==> src/rtl/aabb_sweep_scheduler_if.sv <==
// aabb_sweep_scheduler_if: groups the ray, box-table, AABB-unit and result signals of the sweep scheduler
// Field layouts (flat vectors, MSB first):
//   ray    = {origin xyz, direction xyz, tag}    6*WIDTH + TAG_SIZE bits
//   box    = {min xyz, max xyz}                  6*WIDTH bits
//   result = {ray_hit, tmin, tag}                1 + WIDTH + TAG_SIZE bits
// slave modport is the scheduler side, master modport is the environment side.
interface aabb_sweep_scheduler_if #(
  parameter int WIDTH = 16,
  parameter int TAG_SIZE = 4,
  parameter int IDX_W = 4
);
  localparam int RAY_W = 6 * WIDTH + TAG_SIZE;
  localparam int BOX_W = 6 * WIDTH;
  localparam int RES_W = 1 + WIDTH + TAG_SIZE;
  logic ray_valid;
  logic ray_ready;
  logic [RAY_W-1:0] ray_in;
  logic [IDX_W:0] num_boxes;
  logic box_rd_en;
  logic [IDX_W-1:0] box_addr;
  logic [BOX_W-1:0] box_data;
  logic aabb_start;
  logic [RAY_W-1:0] aabb_ray;
  logic [BOX_W-1:0] aabb_box;
  logic aabb_valid;
  logic [RES_W-1:0] aabb_result;
  logic out_valid;
  logic out_ready;
  logic hit;
  logic [IDX_W-1:0] hit_index;
  logic [WIDTH-1:0] hit_tmin;
  logic [BOX_W-1:0] hit_box;
  logic [TAG_SIZE-1:0] hit_tag;
  logic timeout_err;
  modport slave (
    input ray_valid, ray_in, num_boxes, box_data, aabb_valid, aabb_result, out_ready,
    output ray_ready, box_rd_en, box_addr, aabb_start, aabb_ray, aabb_box,
    output out_valid, hit, hit_index, hit_tmin, hit_box, hit_tag, timeout_err
  );
  modport master (
    output ray_valid, ray_in, num_boxes, box_data, aabb_valid, aabb_result, out_ready,
    input ray_ready, box_rd_en, box_addr, aabb_start, aabb_ray, aabb_box,
    input out_valid, hit, hit_index, hit_tmin, hit_box, hit_tag, timeout_err
  );
endinterface

==> src/rtl/aabb_sweep_scheduler.sv <==
// aabb_sweep_scheduler: per-ray closest-hit sequencer driving a single AABB test unit
// Ports:
//   clk_i   rising-edge clock
//   rst_ni  asynchronous active-low reset
//   bus     slave side of aabb_sweep_scheduler_if: ray handshake, box table read port,
//           AABB unit start/result, closest-hit result handshake, timeout flag
module aabb_sweep_scheduler #(
  parameter int WIDTH = 16,
  parameter int Q_BITS = 8,
  parameter int TAG_SIZE = 4,
  parameter int BOX_COUNT = 16,
  parameter int IDX_W = $clog2(BOX_COUNT),
  parameter int TIMEOUT = 64,
  parameter logic [WIDTH-1:0] MAX = {1'b0, {(WIDTH-1){1'b1}}}
) (
  input logic clk_i,
  input logic rst_ni,
  aabb_sweep_scheduler_if.slave bus
);
  localparam int RAY_W = 6 * WIDTH + TAG_SIZE;
  localparam int BOX_W = 6 * WIDTH;
  localparam int RES_W = 1 + WIDTH + TAG_SIZE;
  localparam int WD_W = $clog2(TIMEOUT) + 1;
  localparam logic [IDX_W:0] N_MAX = (IDX_W + 1)'(BOX_COUNT);
  localparam logic [IDX_W:0] N_ONE = (IDX_W + 1)'(1);
  localparam logic [IDX_W-1:0] IDX_ONE = IDX_W'(1);
  localparam logic [WD_W-1:0] WD_ONE = WD_W'(1);
  localparam logic [WD_W-1:0] WD_LAST = WD_W'(TIMEOUT - 1);
  if (Q_BITS >= WIDTH || BOX_COUNT < 2 || TIMEOUT < 2) begin : g_bad_cfg
    $error("aabb_sweep_scheduler: unsupported parameter set");
  end
  typedef enum logic [2:0] {IDLE, FETCH, LOAD, ISSUE, WAIT, NEXT, DONE} state_e;
  state_e state_q;
  logic [RAY_W-1:0] ray_q;
  logic [BOX_W-1:0] box_q;
  logic [IDX_W:0] n_q;
  logic [IDX_W-1:0] idx_q;
  logic [WD_W-1:0] wdog_q;
  logic hit_q;
  logic [IDX_W-1:0] hit_index_q;
  logic [WIDTH-1:0] hit_tmin_q;
  logic [BOX_W-1:0] hit_box_q;
  logic [TAG_SIZE-1:0] hit_tag_q;
  logic err_q;
  logic out_valid_q;
  logic aabb_start_q;
  logic box_rd_en_q;
  logic [IDX_W-1:0] box_addr_q;
  logic [IDX_W:0] n_clamp;
  logic res_ok;
  logic better;
  logic last;
  assign n_clamp = bus.num_boxes > N_MAX ? N_MAX : bus.num_boxes;
  // The unit's valid is registered, so whatever it shows in the first WAIT cycle
  // may belong to an earlier test; only results from the second cycle on count.
  assign res_ok = bus.aabb_valid && wdog_q != '0 && bus.aabb_result[TAG_SIZE-1:0] == ray_q[TAG_SIZE-1:0];
  // Strict less-than keeps the lower index on equal tmin.
  assign better = bus.aabb_result[RES_W-1] &&
                  (!hit_q || $signed(bus.aabb_result[TAG_SIZE +: WIDTH]) < $signed(hit_tmin_q));
  assign last = {1'b0, idx_q} == n_q - N_ONE;
  always_ff @(posedge clk_i or negedge rst_ni) begin
    if (!rst_ni) begin
      state_q <= IDLE;
      ray_q <= '0;
      box_q <= '0;
      n_q <= '0;
      idx_q <= '0;
      wdog_q <= '0;
      hit_q <= 1'b0;
      hit_index_q <= '0;
      hit_tmin_q <= '0;
      hit_box_q <= '0;
      hit_tag_q <= '0;
      err_q <= 1'b0;
      out_valid_q <= 1'b0;
      aabb_start_q <= 1'b0;
      box_rd_en_q <= 1'b0;
      box_addr_q <= '0;
    end else begin
      aabb_start_q <= 1'b0;
      box_rd_en_q <= 1'b0;
      case (state_q)
        IDLE: if (bus.ray_valid) begin
          ray_q <= bus.ray_in;
          hit_tag_q <= bus.ray_in[TAG_SIZE-1:0];
          n_q <= n_clamp;
          idx_q <= '0;
          hit_q <= 1'b0;
          hit_index_q <= '0;
          hit_tmin_q <= MAX;
          hit_box_q <= '0;
          err_q <= 1'b0;
          box_addr_q <= '0;
          box_rd_en_q <= n_clamp != '0;
          state_q <= n_clamp == '0 ? DONE : FETCH;
        end
        FETCH: state_q <= LOAD;
        LOAD: begin
          box_q <= bus.box_data;
          aabb_start_q <= 1'b1;
          state_q <= ISSUE;
        end
        ISSUE: begin
          wdog_q <= '0;
          state_q <= WAIT;
        end
        WAIT: begin
          wdog_q <= wdog_q + WD_ONE;
          if (res_ok) begin
            if (better) begin
              hit_q <= 1'b1;
              hit_index_q <= idx_q;
              hit_tmin_q <= bus.aabb_result[TAG_SIZE +: WIDTH];
              hit_box_q <= box_q;
            end
            state_q <= NEXT;
          end else if (wdog_q == WD_LAST) begin
            err_q <= 1'b1;
            state_q <= NEXT;
          end
        end
        NEXT: if (last) begin
          out_valid_q <= 1'b1;
          state_q <= DONE;
        end else begin
          idx_q <= idx_q + IDX_ONE;
          box_addr_q <= idx_q + IDX_ONE;
          box_rd_en_q <= 1'b1;
          state_q <= FETCH;
        end
        // An empty ray enters DONE with out_valid still low and raises it one cycle later.
        DONE: if (!out_valid_q) out_valid_q <= 1'b1;
        else if (bus.out_ready) begin
          out_valid_q <= 1'b0;
          state_q <= IDLE;
        end
        default: state_q <= IDLE;
      endcase
    end
  end
  assign bus.ray_ready = state_q == IDLE;
  assign bus.box_rd_en = box_rd_en_q;
  assign bus.box_addr = box_addr_q;
  assign bus.aabb_start = aabb_start_q;
  assign bus.aabb_ray = ray_q;
  assign bus.aabb_box = box_q;
  assign bus.out_valid = out_valid_q;
  assign bus.hit = hit_q;
  assign bus.hit_index = hit_index_q;
  assign bus.hit_tmin = hit_tmin_q;
  assign bus.hit_box = hit_box_q;
  assign bus.hit_tag = hit_tag_q;
  assign bus.timeout_err = err_q;
endmodule

==> src/flat_wrapper.sv <==
// flat-port wrapper written by rule: the top's interface ports become plain ports
module aabb_sweep_scheduler_flat 
#(
  parameter int WIDTH = 16,
  parameter int Q_BITS = 8,
  parameter int TAG_SIZE = 4,
  parameter int BOX_COUNT = 16,
  parameter int IDX_W = $clog2(BOX_COUNT),
  parameter int TIMEOUT = 64,
  parameter logic [WIDTH-1:0] MAX = {1'b0, {(WIDTH-1){1'b1}}}
)
  (clk_i, rst_ni, bus_ray_valid, bus_ray_in, bus_num_boxes, bus_box_data, bus_aabb_valid, bus_aabb_result, bus_out_ready, bus_ray_ready, bus_box_rd_en, bus_box_addr, bus_aabb_start, bus_aabb_ray, bus_aabb_box, bus_out_valid, bus_hit, bus_hit_index, bus_hit_tmin, bus_hit_box, bus_hit_tag, bus_timeout_err);
  aabb_sweep_scheduler_if #(.WIDTH(WIDTH), .TAG_SIZE(TAG_SIZE), .IDX_W(IDX_W)) bus_i ();
  input logic clk_i;
  input logic rst_ni;
  input wire logic [$bits(bus_i.ray_valid)-1:0] bus_ray_valid;
  input wire logic [$bits(bus_i.ray_in)-1:0] bus_ray_in;
  input wire logic [$bits(bus_i.num_boxes)-1:0] bus_num_boxes;
  input wire logic [$bits(bus_i.box_data)-1:0] bus_box_data;
  input wire logic [$bits(bus_i.aabb_valid)-1:0] bus_aabb_valid;
  input wire logic [$bits(bus_i.aabb_result)-1:0] bus_aabb_result;
  input wire logic [$bits(bus_i.out_ready)-1:0] bus_out_ready;
  output wire logic [$bits(bus_i.ray_ready)-1:0] bus_ray_ready;
  output wire logic [$bits(bus_i.box_rd_en)-1:0] bus_box_rd_en;
  output wire logic [$bits(bus_i.box_addr)-1:0] bus_box_addr;
  output wire logic [$bits(bus_i.aabb_start)-1:0] bus_aabb_start;
  output wire logic [$bits(bus_i.aabb_ray)-1:0] bus_aabb_ray;
  output wire logic [$bits(bus_i.aabb_box)-1:0] bus_aabb_box;
  output wire logic [$bits(bus_i.out_valid)-1:0] bus_out_valid;
  output wire logic [$bits(bus_i.hit)-1:0] bus_hit;
  output wire logic [$bits(bus_i.hit_index)-1:0] bus_hit_index;
  output wire logic [$bits(bus_i.hit_tmin)-1:0] bus_hit_tmin;
  output wire logic [$bits(bus_i.hit_box)-1:0] bus_hit_box;
  output wire logic [$bits(bus_i.hit_tag)-1:0] bus_hit_tag;
  output wire logic [$bits(bus_i.timeout_err)-1:0] bus_timeout_err;
  assign bus_i.ray_valid = bus_ray_valid;
  assign bus_i.ray_in = bus_ray_in;
  assign bus_i.num_boxes = bus_num_boxes;
  assign bus_i.box_data = bus_box_data;
  assign bus_i.aabb_valid = bus_aabb_valid;
  assign bus_i.aabb_result = bus_aabb_result;
  assign bus_i.out_ready = bus_out_ready;
  assign bus_ray_ready = bus_i.ray_ready;
  assign bus_box_rd_en = bus_i.box_rd_en;
  assign bus_box_addr = bus_i.box_addr;
  assign bus_aabb_start = bus_i.aabb_start;
  assign bus_aabb_ray = bus_i.aabb_ray;
  assign bus_aabb_box = bus_i.aabb_box;
  assign bus_out_valid = bus_i.out_valid;
  assign bus_hit = bus_i.hit;
  assign bus_hit_index = bus_i.hit_index;
  assign bus_hit_tmin = bus_i.hit_tmin;
  assign bus_hit_box = bus_i.hit_box;
  assign bus_hit_tag = bus_i.hit_tag;
  assign bus_timeout_err = bus_i.timeout_err;
  aabb_sweep_scheduler #(.WIDTH(WIDTH), .Q_BITS(Q_BITS), .TAG_SIZE(TAG_SIZE), .BOX_COUNT(BOX_COUNT), .IDX_W(IDX_W), .TIMEOUT(TIMEOUT), .MAX(MAX)) u_core (.clk_i(clk_i), .rst_ni(rst_ni), .bus(bus_i));
endmodule
==> config.mk <==
export PLATFORM = sky130hd
export DESIGN_NAME = aabb_sweep_scheduler_flat
export DESIGN_NICKNAME = d
export VERILOG_FILES = /design/src/rtl/aabb_sweep_scheduler_if.sv /design/src/rtl/aabb_sweep_scheduler.sv /design/src/flat_wrapper.sv
export SDC_FILE = /design/constraint.sdc
export NUM_CORES = 1
export LEC_CHECK = 0
export BUFFER_PORTS_ARGS = -buffer_cell sky130_fd_sc_hd__clkbuf_2
export CORE_AREA = 2 2 213 215
export CTS_CLUSTER_SIZE = 30
export DETAILED_ROUTE_END_ITERATION = 10
export DIE_AREA = 0 0 215 217
export HOLD_SLACK_MARGIN = 0.05
export PLACE_DENSITY = 0.64
export SLEW_MARGIN = 10
export SYNTH_ARGS = -nofsm -noshare
export SYNTH_HDL_FRONTEND = slang
export SYNTH_SLANG_ARGS = --single-unit
==> constraint.sdc <==
create_clock -name clk_i -period 5.04 [get_ports clk_i]
set_input_delay 0.252 -clock clk_i [delete_from_list [all_inputs] [get_ports clk_i]]
set_output_delay 0.252 -clock clk_i [all_outputs]
set_load 0.03 [all_outputs]
==> run summary <==
The worst pin sits at a relative slew slack of 33.37%. The post-detailed-placement cell area is 17,210 sq um. After detailed routing, the number of vias per cell comes to 4.527.

In the final layout, the share of cells above drive strength 1 is 37.47%. Post-synthesis area per instance: 11.49 sq um. Dividing the final minimum period by the clock period gives 57.77%. Clock tree synthesis selected as its root buffer the cell sky130_fd_sc_hd__clkbuf_16. The synthesized netlist contains 44 unique library cells.

The run finished with clean final reports. The min-delay analysis places its worst path in the category in2reg. In this run the vertical extent of the chip is 217 um.

Compared with the post-synthesis result, the final layout area differs by 49.63%. The required time reported for the critical path endpoint was 5460 ps. The floorplan has 78 rows. The tools report the initial cell density of the core as 31.06%. The most common library cell in the layout ignoring fill and taps is sky130_fd_sc_hd__clkbuf_2. Post-CTS timing repair inserted 0 buffers for setup.

Post-CTS repair changed the size of 0 cells. The run gives 11,721 as the count of vias placed by the detailed router. The run gives 2 as the number of antenna violations at the first check in global routing. The synthesized net count is 1,454. For this run, design rule violations remaining after detail routing come to 0. In this run, synthesis inferred 0 flip-flops with an integrated enable. The tools report the pin count of the biggest net entering global routing as 166. The DRC marker count from the first detailed-route iteration is 691, and the arrival time reported for the critical path endpoint is 3330 ps. Once detailed placement completed, the half-perimeter wirelength came to 27,570 um. The die covers 46,660 sq um. Synthesis produced a netlist whose cell count is 1,208.

After floorplanning, the core was sized to cover 44,700 sq um. Counting both buffers and inverters, the worst setup path holds a total of 2. The leakage dissipation is 10.99 nW. Proportion of synthesized chip area in sequential cells: 60.56%. The first detailed-routing pass took 5 iterations. Setup repair after global routing left no endpoint under its margin.

The final critical-path setup slack is 2128 ps, and the quantity of I/O buffers inserted on ports is 552. Yosys printed 0 warnings. At the placement stage, the worst setup path has a slack of 1981 ps.

The detail route stage leaves a number of antenna-violating nets equal to 0. Summed over all layers, the global routing overflow is 0. Summed over all layers, the routed wires come to 42,150 um. In this design, the stage delay of the slowest critical-path cell is 390 ps. The congestion estimate from routability-driven global placement came to 0.8103. The top cell types in the final layout, fill and taps aside, are sky130_fd_sc_hd__clkbuf_2, sky130_fd_sc_hd__dfrtp_1, sky130_fd_sc_hd__nand2_1. The sum of internal, switching and leakage power is 12.09 mW, and the number of sinks on the clock net is 336. The highest-delay cell along the critical path was sky130_fd_sc_hd__mux2_2. Number of max-slew violations in the final report: 0.

In the final design database the tool counted 2,208 nets. The combined area of all synthesized cells was 13,880 sq um; the first-pass GRT wire length was 66,720 um. In the detailed route, the total length drawn on met2 is 20,820 um.

For the pin with the worst max-slew slack, the measured transition is 999.4 ps. For the sum of negative setup slack, the log shows 0 ps. The clock latency reported for the late side of the worst-skew pair came out at 540 ps.

Pin placement for this block handled 553 I/O pins. The detail-routed net length per standard cell came out at 16.28 um. Critical path class: reg2reg. The clock slew at the register clock pins of the worst setup and hold paths was 60 ps. The primary flip-flop cell chosen by synthesis mapping was sky130_fd_sc_hd__dfrtp_1. The run gives 10.15 ps as the clock skew after layout.

After layout, the minimum clock period comes to 2912 ps. Global routing consumed, over all layers together, 17.65% of the routing resources. The largest delay contributor family on the critical path was compound AO/OA/AOI/OAI gates. TritonCTS built the clock tree.

Max-cap violations in this run came to 0. For the highest attainable clock frequency, the log shows 343.4 MHz. The die is 215 um wide.

For this design the ratio of total power to cell area is 582.0 nW/um^2. The run gives 3 as the maximum count of clock buffers along a single path. Setup violations remaining at the end of the flow were counted as 0. The critical path goes through inv_1 > ha_1 > a211oi_2 > o21bai_1 > a21o_1 > a221oi_1 > o31ai_1 > mux2i_4 > buf_12 > mux2_2.

Fraction of synthesis flops using an asynchronous set or reset pin: 100.0%. Routed signal wires occupy layers up through met5. CTS built an H-tree with a depth of 2. The run gives 3073 um as the detailed-routed wire length on met3.

The tools report the number of global-route vias before repair as 12,247. STA classifies the critical path endpoint as a flip-flop. The final count of hold timing violations is 0.

The number of hold buffers added after CTS was 223. The maximum ir drop on the vdd rail was 0.0003471 V. The tightest hold path in the finished design has a slack of 122.1 ps. TritonCTS created 38 clock buffers.

After routing the design area is 20,770 sq um. Synthesis inferred 336 register bits. The largest driver fanout on the critical path is 64. The detailed router put a total of 16,740 um of wire on met1. The tools report the startpoint type of the worst setup path as a flip-flop.
==> cell families (layout without fill, tap and decap cells) <==
family	Yosys count	after routing	synth area share (%)
compound gates	151	151	6.155
xor+xnor	8	8	0.5047
fa+ha+maj	19	19	1.712
buf+inv	192	972	5.920
flops	336	336	60.56
mux	219	219	16.84
other cells	0	1	0
simple gates	283	283	8.309
==> worst paths after layout <==
path	end	start	cells after the start	slack, ps
max in group asynchronous	u_core.bus.hit_box[19]	rst_ni	3	3640
setup reg to reg	u_core.bus.hit_tmin[14]	u_core.bus.hit_tmin[5]	10	2130
min in group asynchronous	u_core.bus.hit_box[90]	rst_ni	2	170
hold reg to reg	u_core.bus.aabb_ray[79]	u_core.bus.aabb_ray[79]	1	500
setup / recovery	u_core.bus.hit_tmin[14]	u_core.bus.hit_tmin[5]	10	2130
hold / removal	u_core.bus.timeout_err	bus_ray_valid	4	120
==> per-stage QoR <==
stage                     cells  utilization [%]
after floorplan            1208                -
after global placement     2299            38.50
after detailed placement   2299            38.50
after CTS                  2588            46.47
after global routing       2589            46.48
final                      2589            46.48
==> power by group <==
group          switching (mW)  internal [mW]  leakage, nW  total (mW)
combinational            3.40           1.57         6.12        4.97
sequential              0.584           3.60         4.22        4.19
clock                    1.12           1.81        0.651        2.93
==> flip-flops by register name, summed over array words and instances (netlist names), 4 cells and up <==
register,flops
u_core.bus.hit_index,4
u_core.bus.hit_box,96
u_core.wdog_q,7
u_core.bus.hit_tmin,16
u_core.bus.aabb_box,96
u_core.idx_q,4
u_core.n_q,5
u_core.bus.aabb_ray,97
==> tightest hold or removal path: cells and delay by family <==
kind                   cells  cell delay [ps]
AND/OR/NAND/NOR            2              160
buffers and inverters      1              150
AO/OA/AOI/OAI              1               60
==> cell usage after synthesis (6+ instances only) <==
cell,n,area share [%]
sky130_fd_sc_hd__clkbuf_1,33,0.89
sky130_fd_sc_hd__nor2_1,13,0.35
sky130_fd_sc_hd__a31oi_1,7,0.32
sky130_fd_sc_hd__o21ai_0,109,3.9
sky130_fd_sc_hd__nand2_1,235,6.4
sky130_fd_sc_hd__dfrtp_1,336,61
sky130_fd_sc_hd__mux2_2,117,9.5
sky130_fd_sc_hd__ha_1,19,1.7
sky130_fd_sc_hd__buf_2,6,0.22
sky130_fd_sc_hd__inv_1,123,3.3
sky130_fd_sc_hd__nand2b_1,10,0.45
sky130_fd_sc_hd__a21oi_1,13,0.47
sky130_fd_sc_hd__buf_4,14,0.76
sky130_fd_sc_hd__mux2i_1,102,7.4
sky130_fd_sc_hd__buf_1,12,0.32
==> routing by layer <==
| layer | track usage (%) | up-vias |
|---|---|---|
| li1 | - | 5478 |
| met1 | 21.11 | 5694 |
| met2 | 30.25 | 447 |
| met3 | 5.003 | 100 |
| met4 | 6.713 | 2 |
| met5 | 0 | - |
==> cell type report <==
| type | instances | area, sq um |
|---|---|---|
| clock buffer | 54 | 1165 |
| inverter | 123 | 461.7 |
| tap | 600 | 750.7 |
| clock inverter | 12 | 167.7 |
| multi-input combinational | 680 | 4679 |
| timing repair buffer | 783 | 5140 |
| antenna | 1 | 2.502 |
| fill | 4009 | 23920 |
| sequential | 336 | 8408 |
Power figures use the tool's default switching activity.
